$ cat config.mk
export PLATFORM = sky130hd
export DESIGN_NAME = apb_uart_regs_fifo
export DESIGN_NICKNAME = d
export VERILOG_FILES = /design/src/rtl/apb_uart_regs_fifo.sv
export SDC_FILE = /design/constraint.sdc
export NUM_CORES = 1
export LEC_CHECK = 0
export ABC_AREA = 1
export BUFFER_PORTS_ARGS = -buffer_cell sky130_fd_sc_hd__buf_2
export CORE_ASPECT_RATIO = 0.7
export CORE_MARGIN = 4
export CORE_UTILIZATION = 45
export DETAILED_ROUTE_END_ITERATION = 10
export PLACE_DENSITY_LB_ADDON = 0.1
export SYNTH_ARGS = -nofsm -noshare
export SYNTH_HDL_FRONTEND = slang
export SYNTH_SLANG_ARGS = --single-unit
$ cat constraint.sdc
create_clock -name pclk -period 7.8 [get_ports pclk]
set_clock_uncertainty 0.1 [all_clocks]
set_input_delay 0 -clock pclk [delete_from_list [all_inputs] [get_ports pclk]]
set_output_delay 0 -clock pclk [all_outputs]
set_load 0.02 [all_outputs]
$ cat src/rtl/apb_uart_regs_fifo.sv
// UART APB3 register file with TX/RX FIFOs, sticky W1C status and a level interrupt.
// Zero-wait-state slave: side effects land on the edge that closes the access phase.

module uart_fifo #(
    parameter int W     = 8,
    parameter int DEPTH = 8,
    parameter int PTR_W = $clog2(DEPTH)
) (
    input  logic             pclk,
    input  logic             preset,
    input  logic             push,
    input  logic [W-1:0]     din,
    input  logic             pop,
    input  logic             flush,
    output logic [W-1:0]     head,
    output logic [PTR_W:0]   level,
    output logic             empty,
    output logic             full
);
    logic [W-1:0]     mem [DEPTH];
    logic [PTR_W-1:0] wptr, rptr;
    logic             do_push, do_pop;

    assign empty   = (level == '0);
    assign full    = (level == (PTR_W+1)'(DEPTH));
    // A full FIFO still accepts a push when the head leaves in the same cycle.
    assign do_pop  = pop & ~empty;
    assign do_push = push & (~full | do_pop);
    assign head    = empty ? '0 : mem[rptr];

    always_ff @(posedge pclk or posedge preset) begin
        if (preset) begin
            wptr  <= '0;
            rptr  <= '0;
            level <= '0;
        end else if (flush) begin
            wptr  <= '0;
            rptr  <= '0;
            level <= '0;
        end else begin
            if (do_push) wptr <= wptr + 1'b1;
            if (do_pop)  rptr <= rptr + 1'b1;
            case ({do_push, do_pop})
                2'b10:   level <= level + 1'b1;
                2'b01:   level <= level - 1'b1;
                default: ;
            endcase
        end
    end

    always_ff @(posedge pclk) begin
        if (do_push && !flush) mem[wptr] <= din;
    end
endmodule

module apb_uart_regs_fifo #(
    parameter int DATA_W = 8,
    parameter int DEPTH  = 8,
    parameter int PTR_W  = $clog2(DEPTH)
) (
    input  logic              pclk,
    input  logic              preset,
    input  logic              psel,
    input  logic              penable,
    input  logic              pwrite,
    input  logic [4:0]        paddr,
    input  logic [31:0]       pwdata,
    output logic [31:0]       prdata,
    output logic              pready,
    output logic              pslverr,
    output logic [DATA_W-1:0] tx_data,
    output logic              tx_valid,
    input  logic              tx_ready,
    input  logic [DATA_W-1:0] rx_data,
    input  logic              rx_valid,
    input  logic              tx_done_pulse,
    input  logic              parity_err_pulse,
    output logic [4:0]        cfg_out,
    output logic              irq
);
    localparam logic [2:0] A_TXDATA = 3'd0, A_RXDATA = 3'd1, A_CFG = 3'd2,
                           A_CTRL = 3'd3, A_STATUS = 3'd4, A_IRQEN = 3'd5;

    logic [4:0] cfg_q, irq_en_q, sticky_q, sticky_set, w1c;
    logic       tx_en_q, rx_en_q;

    logic              access, rd, wr, addr_bad;
    logic [2:0]        idx;
    logic              wr_ok, rd_ok, tx_push, tx_pop, tx_ovf, rx_pop, rx_under;
    logic              ctrl_wr, tx_flush, rx_flush, rx_push_req, rx_ok, rx_ovr;
    logic [DATA_W-1:0] tx_head, rx_head;
    logic [PTR_W:0]    tx_level, rx_level;
    logic              tx_empty, tx_full, rx_empty, rx_full;
    logic [31:0]       rdata;
    logic              unused_ok;

    assign access   = psel & penable;
    assign rd       = access & ~pwrite;
    assign wr       = access & pwrite;
    assign idx      = paddr[4:2];
    assign addr_bad = (paddr[1:0] != 2'b00) || (idx > A_IRQEN);

    assign tx_pop   = tx_valid & tx_ready;
    assign tx_ovf   = wr & ~addr_bad & (idx == A_TXDATA) & tx_full & ~tx_pop;
    assign rx_under = rd & ~addr_bad & (idx == A_RXDATA) & rx_empty;

    assign pready  = access;
    assign pslverr = access & (addr_bad | (rd & idx == A_TXDATA) | (wr & idx == A_RXDATA)
                               | tx_ovf | rx_under);

    assign wr_ok    = wr & ~pslverr;
    assign rd_ok    = rd & ~pslverr;
    assign tx_push  = wr_ok & (idx == A_TXDATA);
    assign rx_pop   = rd_ok & (idx == A_RXDATA);
    assign ctrl_wr  = wr_ok & (idx == A_CTRL);
    assign tx_flush = ctrl_wr & pwdata[2];
    assign rx_flush = ctrl_wr & pwdata[3];

    // An APB pop in the same cycle frees the slot, so a full RX FIFO does not overrun.
    assign rx_push_req = rx_valid & rx_en_q;
    assign rx_ovr      = rx_push_req & rx_full & ~rx_pop;
    assign rx_ok       = rx_push_req & ~rx_flush & (~rx_full | rx_pop);

    uart_fifo #(.W(DATA_W), .DEPTH(DEPTH), .PTR_W(PTR_W)) u_tx_fifo (
        .pclk(pclk), .preset(preset), .push(tx_push), .din(pwdata[DATA_W-1:0]),
        .pop(tx_pop), .flush(tx_flush), .head(tx_head), .level(tx_level),
        .empty(tx_empty), .full(tx_full)
    );

    uart_fifo #(.W(DATA_W), .DEPTH(DEPTH), .PTR_W(PTR_W)) u_rx_fifo (
        .pclk(pclk), .preset(preset), .push(rx_push_req), .din(rx_data),
        .pop(rx_pop), .flush(rx_flush), .head(rx_head), .level(rx_level),
        .empty(rx_empty), .full(rx_full)
    );

    assign tx_valid = ~tx_empty & tx_en_q;
    assign tx_data  = tx_head;
    assign cfg_out  = cfg_q;
    assign irq      = |(sticky_q & irq_en_q);

    assign sticky_set = {tx_ovf, rx_ovr, parity_err_pulse, rx_ok, tx_done_pulse};
    assign w1c        = (wr_ok && idx == A_STATUS) ? pwdata[4:0] : 5'd0;

    always_ff @(posedge pclk or posedge preset) begin
        if (preset) begin
            cfg_q    <= '0;
            irq_en_q <= '0;
            sticky_q <= '0;
            tx_en_q  <= 1'b0;
            rx_en_q  <= 1'b0;
        end else begin
            // Set terms are OR'd after the clear so a coincident event wins.
            sticky_q <= (sticky_q & ~w1c) | sticky_set;
            if (wr_ok && idx == A_CFG)   cfg_q    <= pwdata[4:0];
            if (wr_ok && idx == A_IRQEN) irq_en_q <= pwdata[4:0];
            if (ctrl_wr) begin
                tx_en_q <= pwdata[0];
                rx_en_q <= pwdata[1];
            end
        end
    end

    always_comb begin
        rdata = '0;
        case (idx)
            A_RXDATA: rdata[DATA_W-1:0] = rx_head;
            A_CFG:    rdata[4:0]        = cfg_q;
            A_CTRL:   rdata[1:0]        = {rx_en_q, tx_en_q};
            A_STATUS: begin
                rdata[4:0]   = sticky_q;
                rdata[5]     = tx_empty;
                rdata[6]     = tx_full;
                rdata[7]     = rx_empty;
                rdata[8]     = rx_full;
                rdata[15:9]  = 7'(tx_level);
                rdata[22:16] = 7'(rx_level);
            end
            A_IRQEN:  rdata[4:0]        = irq_en_q;
            default:  rdata = '0;
        endcase
    end

    assign prdata    = rd_ok ? rdata : 32'd0;
    assign unused_ok = ^pwdata[31:DATA_W];
endmodule

Word-level counts from Yosys, hierarchy flattened. Memories as Yosys holds them, arrays and structs flattened. Index checks and enable logic that the tools add are counted.

Bits in registers: 37. Word-level logic and storage cells: 128. Memories kept: 2. RAM bits: 128. Output and inout port bits: 49. Input port bits: 54.

Memory list: u_rx_fifo.mem (words 8, width 8, read ports 1, clocked after Yosys merged registers in 0, wr ports 1, line 20) `logic [W-1:0] mem [DEPTH];`; u_tx_fifo.mem (words 8, width 8, read ports 1, clocked after Yosys merged registers in 0, wr ports 1, line 20).

Bitwise logic cells: 52. Equal/unequal tests: 11. Reductions and logical operators: 19. Add/subtract/negate cells: 8. $lt $le $gt $ge: 1. Mux-type cells: 24.

Operator list (count): $and 1x1->1 (31); $mux 3 (8); $mux 23 (1); $mux 8 (2); $pmux 4 s2 (2); $add 3x1->3 const B (4); $mux 12 (1); $pmux 3 s4 (1); $and 5x5->5 (2); $not 1->1 (10); $pmux 2 s5 (1); $reduce_bool 2->1 (5); $add 4x1->4 const B (2); $eq 4x4->1 const B (2); $logic_not 4->1 (2); $mux 4 (2); $sub 4x1->4 const B (2); $or 1x1->1 (7); $eq 3x2->1 const B (2); $eq 3x3->1 const B (2); $pmux 3 s2 (1); $reduce_bool 3->1 (2); $logic_and 1x1->1 (5); $mux 5 (1); other kinds (11) (17).

Logic depth before layout (Yosys ltp).
Word-level depth: 19. Mapped depth: 17. Depth with buffers taken out: 17.

Modules after synthesis. From an unflattened synthesis, not the netlist that was laid out.

Cells, all modules: 790. Area total of the unflattened synthesis: 7861.3 um2.

By module, submodules not included: uart_fifo (cells each 290, area each 3204.3 um2, seq. area each 2172.1 um2, instances 2); apb_uart_regs_fifo (cells each 210, area each 1452.6 um2, seq. area each 425.4 um2, instances 1).

Worst setup path before layout. Ideal clock, no wire load.

Path type: flip-flop to flip-flop. Start: register u_tx_fifo.level[2]. End: memory u_tx_fifo.mem[0][0] (enable). Setup time: 0.383 ns. Period minus slack after synthesis: 2.502 ns. Data required time: 7.317 ns. Data arrival time: 2.018 ns. Buffers on the path: 0. Slack: 5.298 ns. Cell stages (with the launch flop): 10. Cell sequence: dfrtp_1 nor2_2 nand2_4 nand3_4 nand4_1 nand2_1 nor2_4 nand2_4 or2_1 nor3_1.

Longest elaborated chain between the ends: 17. Elaborated cells between the ends (all ways): 24. Those cells by class: eq/ne (1); mux (2); bitwise (18); reduce/logical (3).

Ends and longest elaborated chain: start: declaration (line 16) `output logic [PTR_W:0] level,`; start signal: assignment (line 44) `2'b10: level <= level + 1'b1;`; start signal: assignment (line 45) `2'b01: level <= level - 1'b1;`; $logic_not 4->1 (line 24) `assign empty = (level == '0);`; $not 1->1 (line 27, 136); $and 1x1->1 (line 136) `assign tx_valid = ~tx_empty & tx_en_q;`; $and 1x1->1 (line 103) `assign tx_pop = tx_valid & tx_ready;`; $not 1->1 (line 104) `assign tx_ovf = wr & ~addr_bad & (idx == A_TXDATA) & tx_full & ~tx_pop;`; $and 1x1->1 (line 104); $or 1x1->1 (2 in series) (line 109) `| tx_ovf | rx_under);`; $and 1x1->1 (line 108) `assign pslverr = access & (addr_bad | (rd & idx == A_TXDATA) | (wr & idx == A_RXDATA)`; $not 1->1 (line 111) `assign wr_ok = wr & ~pslverr;`; $and 1x1->1 (line 111); $and 1x1->1 (line 115) `assign ctrl_wr = wr_ok & (idx == A_CTRL);`; $and 1x1->1 (line 116) `assign tx_flush = ctrl_wr & pwdata[2];`; $logic_not 1->1 (line 52) `if (do_push && !flush) mem[wptr] <= din;`; $logic_and 1x1->1 * (line 52); $mux 1 * (line 52); $mux 1 (implied by the code) * (line 52); end: declaration (line 20).

Mark *: on every way between the ends. The rest lies on a longest branch, timed or not.

Worst setup path in the final report.
Start: input paddr[1]. End: memory u_rx_fifo.mem[3][2] (enable).

Longest elaborated chain between the ends: 19. Elaborated cells between the ends (all ways): 28. Those cells by class: mux (2); bitwise (22); reduce/logical (4).

Ends and longest elaborated chain: start: declaration (line 66) `input logic [4:0] paddr,`; $reduce_bool 2->1 * (line 101) `assign addr_bad = (paddr[1:0] != 2'b00) || (idx > A_IRQEN);`; $logic_or 1x1->1 * (line 101); $not 1->1 (line 104, 105); $and 1x1->1 (4 in series) (line 104); $or 1x1->1 (line 109); $or 1x1->1 * (line 109); $and 1x1->1 * (line 108); $not 1->1 * (line 111, 112); $and 1x1->1 (line 112) `assign rd_ok = rd & ~pslverr;`; $and 1x1->1 (line 114) `assign rx_pop = rd_ok & (idx == A_RXDATA);`; $and 1x1->1 (line 27) `assign do_pop = pop & ~empty;`; $or 1x1->1 (line 28) `assign do_push = push & (~full | do_pop);`; $and 1x1->1 (line 28); $logic_and 1x1->1 * (line 52); $mux 1 * (line 52); $mux 1 (implied by the code) * (line 52); end: declaration (line 20).

Marks and branches as above.

==> metrics.txt <==
outcome=completed; Clock Latency Late Sink=approximately 0.42 ns; hold depth=6; dpl hpwl=roughly 12 mm; Post-synth ARST share=approximately 22%; Yosys top cell by area=edfxtp_1; crit path from=paddr[1]; Synth Flop Type=edfxtp_1; final worst path period need=approximately 3.4 ns; Wirelength per Cell=about 17 µm; core region area=~16000 µm²; H-tree level count=4; Max-Cap Viols=0; mapped cell area=between 7000 and 8000 µm²; die area=between 15000 and 20000 µm²; most used cells in the layout excluding fill and tap cells=edfxtp_1, nor2_1, o21ai_0, nand2_1, buf_2; Util after Layout=between 50% and 60%; Fin. Hold Viols=0; Tcrit/Tclk final=roughly 43%; DP Area=~8000 µm²; Slew headroom=around a third; CTS tree=done; VDD IR max=~0.13 mV; sequential power share=approximately 42%; share of cells above drive strength 1=17.5%; post-synthesis average cell area=about 11 µm²; # rows=39; height of the die=~120 µm; CTS resizes=0; critical path launch point type=primary input; # hold bufs at CTS=27; endpoints failing setup=0; initial antenna violation count=0; Clock power frac=33.0%; RD Place Congestion=about 0.83; met2 GRT Util=between 20% and 30%; global routing's busiest layer=met2; area share of the largest cell type after synthesis=slightly above 50%; Pint=1.62 mW; post-synthesis sequential area ratio=between 60% and 70%; WP data arrival=around 3.3 ns; Routed WL=between 15 and 20 mm; commonest non-fill, non-tap cell in the layout=edfxtp_1; met1 GRT Util=29.1%; switch share=roughly 34%; worst-path cell chain=dlygate4sd3_1 > buf_2 > nor2_1 > dlygate4sd3_1 > nand2_1 > nor2_2 > nand4_4 > nor2_4 > nor2_2 > nor2_4 > inv_2 > nor2_4 > nand2_1 > nor2_1; Final Hold Slack=just under 0.04 ns; setup_tns=0 ns; R2R Path Start=u_tx_fifo.level[2]; via count=approximately 5300; cell mode on critical path=nor2_4; flop and latch count out of synthesis=165; Leak Pwr=around 3.5 nW; max-slew violations=0; worst slew pin tran=roughly 1 ns; met3 Usage GRT=under 10%; die width=around 160 µm; Post-synth EDFFs=between 100 and 150; DRC Markers=0; f_max=approximately 300 MHz; I/O Pins=103; post-synthesis cell type count=42; clock-pin slew on the worst setup and hold paths=0.07 ns; Crit. End Element=register; Worst Reg2Reg Path Length in Cells=12; largest cells by area after synthesis=edfxtp_1, dfrtp_1, o21ai_0; Setup Buffers After CTS=0; Final nets=~850; R2R Path End=u_rx_fifo.mem[3][2]; Num CTS Buffers=17; Hold Path Class=primary input to register; crit path max fanout=8; RSZ-0062 raised after global routing=false; TritonCTS Sinks=approximately 170; Crit Path Class=primary input to register; # port buffers=63; remaining antenna violation count=0; Reg2Reg Setup Slack=approximately 4.8 ns; P per Cell Area=279 nW/µm²; Combinational Power Share=24.9%; number of global-route vias before repair=5066; GRT Residual Overflow=0; Critical Path End=u_rx_fifo.mem[3][2]; Synth warnings=0; drt first pass iters=5; first-pass GRT wire length=approximately 28 mm; GRT Overall Usage=approximately a fifth; initial DRC count=460; clock tree buffer depth=2; slack of the critical path=approximately 4.4 ns; fin area=between 8000 and 9000 µm²; antenna diode count=0; CP max stage delay=0.78 ns; area grow syn2layout=18.6%; Gate Count Post-Synth=about 700; pin count of the biggest net entering global routing=38; clock root buffer=clkbuf_16; Psw=between 0.8 and 0.9 mW; vias per inst=5.21; dpl ws=around 4.7 ns; Starting Density=a little under half; Worst Path Required=7.74 ns; critical path's slowest cell=nor2_1
[layer usage]
metal,vias up,wire length [µm]
li1,2612,-
met1,2557,8630
met2,164,7760
met3,15,1100
met4,0,211
met5,-,0
[sequential cells by signal, indices dropped and copies added, names as in the netlist]
signal           cells
u_rx_fifo.wptr       3
u_tx_fifo.wptr       3
u_tx_fifo.level      4
u_rx_fifo.level      4
u_rx_fifo.rptr       3
u_tx_fifo.mem       64
rx_en_q              1
irq_en_q             5
u_rx_fifo.mem       64
u_tx_fifo.rptr       3
tx_en_q              1
sticky_q             5
cfg_out              5
[layout make-up]
cell class / count / area (µm²)
fill: 1418 / 7420
timing repair buffer: 100 / 661
clock buffer: 17 / 425
multi-input combinational: 452 / 2330
clock inverter: 15 / 154
inverter: 53 / 201
sequential: 165 / 4770
tap: 225 / 282
[cell usage after synthesis (all sizes together), types with 3 or more instances]
| cell type | instances |
|---|---|
| nand2 | 95 |
| a221oi | 3 |
| nand4 | 3 |
| edfxtp | 128 |
| clkbuf | 20 |
| o31ai | 3 |
| inv | 52 |
| nor2 | 125 |
| dfrtp | 37 |
| a21oi | 13 |
| a22o | 4 |
| o221ai | 7 |
| a31oi | 8 |
| ha | 8 |
| buf | 16 |
| xor2 | 3 |
| nor3 | 11 |
| nand3 | 21 |
| o22ai | 17 |
| o21ai | 104 |
| o211ai | 3 |
[kinds of logic (layout without fill, tap and decap cells)]
kind of cell    Yosys count  after routing  share of synthesized area (%)
xor+xnor                  3              3                          0.353
other cells               1             15                         0.0504
buf+inv                  89            185                           5.29
simple gates            257            257                           15.9
fa+ha+maj                 8              8                           1.34
compound gates          169            169                           13.0
flops                   165            165                           64.1
[critical path: cells and delay by family]
family	cells	cell delay [ns]
and+or+nand+nor	10	2.03
buffers and inverters	4	1.30
[power groups by stage]
stage	logic [mW]	clock network (mW)	registers (mW)
floorplan	0.430	0	1.05
finish	0.613	0.813	1.04
global placement	0.596	0	1.05
detailed placement	0.609	0	1.06
CTS	0.622	0.828	1.04
global route	0.695	0.865	1.05
[stage by stage]
step / std cells / power [mW]
6_report: 1027 / 2.47
4_1_cts: 1027 / 2.49
5_1_grt: 1027 / 2.61
3_3_place_gp: 968 / 1.65
2_1_floorplan: 706 / 1.48
3_5_place_dp: 968 / 1.67
[worst min-delay path by stage]
stage,to,slack [ns],from
after floorplan,sticky_q[0],-0.002,tx_done_pulse
after global placement,u_tx_fifo.level[1],0.04,preset
after detailed placement,cfg_out[4],0.05,preset
after CTS,sticky_q[4],0.01,paddr[3]
after global routing,sticky_q[4],0.07,paddr[3]
final,sticky_q[4],0.04,paddr[3]
No activity file was read; power rests on OpenSTA's default activity.
